===== config.mk =====
export PLATFORM = sky130hd
export DESIGN_NAME = alu_pc_stage_flat
export DESIGN_NICKNAME = d
export VERILOG_FILES = /design/src/rtl/alu_pc_stage_if.sv /design/src/rtl/alu_pc_stage.sv /design/src/flat_wrapper.sv
export SDC_FILE = /design/constraint.sdc
export NUM_CORES = 1
export LEC_CHECK = 0
export BUFFER_PORTS_ARGS = -buffer_cell sky130_fd_sc_hd__buf_2
export CAP_MARGIN = 25
export CORE_MARGIN = 2
export CORE_UTILIZATION = 50
export DETAILED_ROUTE_END_ITERATION = 6
export PLACE_DENSITY = 0.75
export SYNTH_ARGS = -nofsm -noshare
export SYNTH_HDL_FRONTEND = slang
export SYNTH_SLANG_ARGS = --single-unit

===== constraint.sdc =====
create_clock -name clk -period 9.82 [get_ports clk]
set_input_delay 0.982 -clock clk [delete_from_list [all_inputs] [get_ports clk]]
set_output_delay 0.982 -clock clk [all_outputs]
set_load 0.03 [all_outputs]

===== src/rtl/alu_pc_stage_if.sv =====
// Operand/control bundle into the ALU/PC stage and its result/state outputs.
// Master drives srca/srcb/controls; slave (the stage) drives the results.
interface alu_pc_stage_if #(
   parameter int unsigned WIDTH = 64
);
   logic [WIDTH-1:0] srca;
   logic [WIDTH-1:0] srcb;
   logic [2:0]       alu_control;
   logic             pc_en;
   logic             pc_src;
   logic [WIDTH-1:0] result;
   logic             zero;
   logic             ovf;
   logic [WIDTH-1:0] alu_out;
   logic [WIDTH-1:0] pc;

   modport master (
      output srca, srcb, alu_control,
      output pc_en, pc_src,
      input  result, zero, ovf,
      input  alu_out, pc
   );

   modport slave (
      input  srca, srcb, alu_control,
      input  pc_en, pc_src,
      output result, zero, ovf,
      output alu_out, pc
   );
endinterface


===== src/rtl/alu_pc_stage.sv =====
// Multi-cycle MIPS execute stage: ALU, ALUOut register and enabled PC.
// Define ALU_OVERFLOW_EN to build signed ADD/SUB overflow detection.
module alu_pc_stage #(
   parameter int unsigned      WIDTH    = 64,
   parameter logic [WIDTH-1:0] RESET_PC = '0
) (
   input logic           clk,
   input logic           reset,
   alu_pc_stage_if.slave io
);
   logic [WIDTH-1:0] a, b, bb, sum;
   logic [WIDTH-1:0] result, next_pc;
   logic [WIDTH-1:0] alu_out_d, alu_out_q;
   logic [WIDTH-1:0] pc_d, pc_q;
   logic [2:0]       op;
   logic             slt;

   assign a  = io.srca;
   assign b  = io.srcb;
   assign op = io.alu_control;

   // op[2] inverts B; with carry-in it turns the adder into a subtractor
   assign bb  = op[2] ? ~b : b;
   assign sum = a + bb + {{(WIDTH-1){1'b0}}, op[2]};
   assign slt = $signed(a) < $signed(b);

   always_comb begin
      result = '0;
      unique case (op[1:0])
         2'b00: result = a & bb;
         2'b01: result = a | bb;
         2'b10: result = sum;
         2'b11: result = {{(WIDTH-1){1'b0}}, op[2] & slt};
      endcase
   end

   assign next_pc = io.pc_src ? alu_out_q : result;

   always_comb begin
      alu_out_d = result;
      pc_d      = pc_q;
      if (io.pc_en) pc_d = next_pc;
   end

   always_ff @(posedge clk or posedge reset) begin
      if (reset) begin
         alu_out_q <= '0;
         pc_q      <= RESET_PC;
      end else begin
         alu_out_q <= alu_out_d;
         pc_q      <= pc_d;
      end
   end

   assign io.result  = result;
   assign io.zero    = ~|result;
   assign io.alu_out = alu_out_q;
   assign io.pc      = pc_q;

`ifdef ALU_OVERFLOW_EN
   // same-sign effective operands whose sum flips sign
   assign io.ovf = (op[1:0] == 2'b10)
                 & (a[WIDTH-1] == bb[WIDTH-1])
                 & (sum[WIDTH-1] != a[WIDTH-1]);
`else
   assign io.ovf = 1'b0;
`endif
endmodule


===== src/flat_wrapper.sv =====
// flat-port wrapper written by rule: the top's interface ports become plain ports
module alu_pc_stage_flat 
#(
   parameter int unsigned      WIDTH    = 64,
   parameter logic [WIDTH-1:0] RESET_PC = '0
)
  (clk, reset, io_srca, io_srcb, io_alu_control, io_pc_en, io_pc_src, io_result, io_zero, io_ovf, io_alu_out, io_pc);
  alu_pc_stage_if #(.WIDTH(WIDTH)) io_i ();
  input logic clk;
  input logic reset;
  input wire logic [$bits(io_i.srca)-1:0] io_srca;
  input wire logic [$bits(io_i.srcb)-1:0] io_srcb;
  input wire logic [$bits(io_i.alu_control)-1:0] io_alu_control;
  input wire logic [$bits(io_i.pc_en)-1:0] io_pc_en;
  input wire logic [$bits(io_i.pc_src)-1:0] io_pc_src;
  output wire logic [$bits(io_i.result)-1:0] io_result;
  output wire logic [$bits(io_i.zero)-1:0] io_zero;
  output wire logic [$bits(io_i.ovf)-1:0] io_ovf;
  output wire logic [$bits(io_i.alu_out)-1:0] io_alu_out;
  output wire logic [$bits(io_i.pc)-1:0] io_pc;
  assign io_i.srca = io_srca;
  assign io_i.srcb = io_srcb;
  assign io_i.alu_control = io_alu_control;
  assign io_i.pc_en = io_pc_en;
  assign io_i.pc_src = io_pc_src;
  assign io_result = io_i.result;
  assign io_zero = io_i.zero;
  assign io_ovf = io_i.ovf;
  assign io_alu_out = io_i.alu_out;
  assign io_pc = io_i.pc;
  alu_pc_stage #(.WIDTH(WIDTH), .RESET_PC(RESET_PC)) u_core (.clk(clk), .reset(reset), .io(io_i));
endmodule

==> results_dict.tcl <==
set metrics [dict create \
    status "completed" \
    min_path_type "reg -> reg" \
    ir_drop_mv 0.0924 \
    stdcell_count 2450 \
    gp_congestion 1.02 \
    syn_to_final_growth_pct 17.9 \
    worst_slew_pin_slew_ns 1.15 \
    coreArea_sq_um 27700 \
    drt-total-wl_mm 51.5 \
    cp_data_arrival_time_ns 5.94 \
    reg2regPathDepth 2 \
    finalHoldViolations 0 \
    cts_tree "built" \
    syn-num-nets 2100 \
    fin_skew_ns 0.00487 \
    holdCritStartpoint "u_core.io.pc[36]" \
    rsz0062_at_grt "false" \
    fmax_ghz 0.145 \
    grt_max_degree 81 \
    synth_top_flop_cell "dfrtp_1" \
    wl_per_cell_um 21.0 \
    ant_nets 0 \
    startpoint "io_alu_control[2]" \
    numCtsBuffers 17 \
    ys_top_cells_by_area "dfrtp_1 (23%), ha_1 (17%), mux2_2 (7.8%)" \
    hpwl_mm 42.0 \
    grt_pass1_vias 13300 \
    yosys.area.top_type "dfrtp_1" \
    power_density_nw_per_um2 159 \
    combPwrFrac_pct 52.2 \
    firstDrtPassIters 5 \
    min_period_over_period_pct 70.5 \
    slowest_delay_ns 0.56 \
    reg2reg_slack_ns 8.77 \
    hold_depth 1 \
    drtIter0Drc 1394 \
    crit_path_start_kind "input port" \
    seq_power_share_pct 25.5 \
    io_buffer_count 327 \
    synth-edff-count 0 \
    clk_latency_ns 0.41 \
    gr-usage-all-layers_pct 34.3 \
    pwr-share-clk_pct 22.4 \
    fillers 2625 \
    fin_util_pct 59.7 \
    layout_common_cells "buf_2 (327), inv_1 (228), ha_1 (190), nand2_1 (180), a21oi_1 (136)" \
    async_reset_ff_share_pct 100 \
    setup_tns_ns 0 \
    setup_viol 0 \
    placed_cells 2417 \
    critPathCaptureType "output pin" \
    ctsResizeCount 0 \
    grt_pass1_wl_mm 76.9 \
    cpMaxStageDelayCell "a221oi_1" \
    viasPerCell 5.91 \
    ys_ff_latch 128 \
    critPathKind "in -> out" \
    ff_latch_area_sq_um 3200 \
    initial_core_util_pct 50.6 \
    p_leak_nw 8.60 \
    rows 61 \
    drive_gt1_share_pct 23.8 \
    setup_ws_ns 2.90 \
    period_needed_ns 6.92 \
    multiInputGateArea_sq_um 9660 \
    yosys_warnings 0 \
    power_mw 2.64 \
    clk_root_buffer_cell "clkbuf_16" \
    cts_hold_buf 0 \
    synth.avg_cell_area_sq_um 7.90 \
    gr-total-overflow 0 \
    min_delay_worst_endpoint "u_core.io.pc[36]" \
    drv_slew 0 \
    clkTransAtPathRegs_ns 0.05 \
    drc 0 \
    num-nets-final 2385 \
    antenna_found_initial 0 \
    synth_area_sq_um 14000 \
    die-height_um 171 \
    r2r-end "u_core.io.pc[37]" \
    cts_sinks 128 \
    critPathRequiredTime_ns 8.84 \
    cts.path.max_buffers 2 \
    swShare_pct 46.3 \
    diodes 0 \
    die_w_um 171 \
    intPower_mw 1.41 \
    synth.distinct_cells 84 \
    synth_top_area_share_pct 22.8 \
    dpl_worst_slack_ns 2.95 \
    synth_cells 1774 \
    ios 329 \
    crit-reg2reg-launch "u_core.io.alu_out[37]" \
    cap_violations 0 \
    relSlewSlack_pct 22.9 \
    ys_seq_area_share_pct 22.8 \
    critPathMostFrequentCell "a21oi_1" \
    ctsHtreeMaxLevel 4 \
    path_max_fanout 41 \
    via_count 14500 \
    switchingPower_mw 1.22 \
    postCtsSetupRepairBufs 0 \
    layout_commonest_cell "buf_2" \
    die-area_sq_um 29400 \
    crit_chain "buf_4, xor2_1, inv_1, ha_1, a21oi_1, o21ai_0, a21oi_1, a21oi_1, a221oi_1, mux2_2, a211oi_1, nand3b_1, nor4_1, nand4_1, nor2_1, buf_2" \
]
[metrics by stage]
step	cell area, sq um	hold WS [ns]
3_5_place_dp	15900	0.490
4_1_cts	16500	0.502
2_1_floorplan	14000	0.654
3_3_place_gp	15900	0.484
6_report	16500	0.500
5_1_grt	16500	0.517
[worst max-delay path by stage]
stage	to	slack (ns)	cells after the start
6_report	io_zero	2.90	16
5_1_grt	io_zero	2.56	16
4_1_cts	io_zero	2.92	16
3_5_place_dp	io_zero	2.95	16
3_3_place_gp	io_zero	2.93	16
2_1_floorplan	io_zero	3.36	16
[final cells by class]
cell class / count / area share, %
sequential: 128 / 19.4
timing repair buffer: 342 / 10.7
clock buffer: 20 / 2.76
clock inverter: 12 / 0.666
tap: 378 / 2.86
multi-input combinational: 1340 / 58.4
inverter: 230 / 5.24
[sequential cells by signal, summed over array words and instances (netlist names)]
register and cells:
u_core.io.alu_out 64, u_core.io.pc 64
[power by group through the flow]
stage	registers (mW)	clock network [mW]	logic, mW
floorplan	0.865	0	0.717
global placement	0.674	0	1.33
detailed placement	0.678	0	1.35
CTS	0.670	0.599	1.35
global route	0.681	0.620	1.48
finish	0.671	0.590	1.37
[per-layer routing]
metal  vias up  global-route usage (%)  wire [um]
met5         -                       0          0
met4         0                    9.62       1180
met3        57                    7.27       5290
met2       725                    51.5      22000
met1      6875                    49.6      23100
li1       6824                       -          -
[logic make-up after synthesis]
family / count (synthesis) / share of synthesized area, %
AOI/OAI and AO/OA: 476 / 21.5
and+or+nand+nor: 471 / 15.8
buffers and inverters: 306 / 8.25
adders and majority gates: 192 / 17.2
DFF: 128 / 22.8
muxes: 107 / 8.53
xor gates and xnor gates: 93 / 5.81
other: 1 / 0.0267
[Yosys cell counts (all sizes together) (5+ instances only)]
cell,number
nand2,180
a31oi,15
ha,190
clkbuf,61
nor4,16
nand4,37
inv,230
a2111oi,5
nand2b,13
or3,15
nor2,97
nor3,31
o22ai,23
or2,6
dfrtp,128
and3,8
a21oi,136
o21bai,9
a211oi,29
a21o,31
o211ai,18
or4,6
a21boi,7
o21ai,119
o31ai,12
o221ai,5
mux2,97
o2111ai,7
nand3,33
and2,11
nor2b,7
mux2i,10
xnor2,15
xor2,78
buf,15
o21a,14
[critical path: cells and delay by family]
kind	cells	cell delay, ns
AO/OA/AOI/OAI	6	2.38
buffers and inverters	3	0.79
AND/OR/NAND/NOR	4	0.71
multiplexers	1	0.40
adder cells (fa/ha/maj)	1	0.36
XOR/XNOR	1	0.24
No activity file was read; power rests on OpenSTA's default activity.
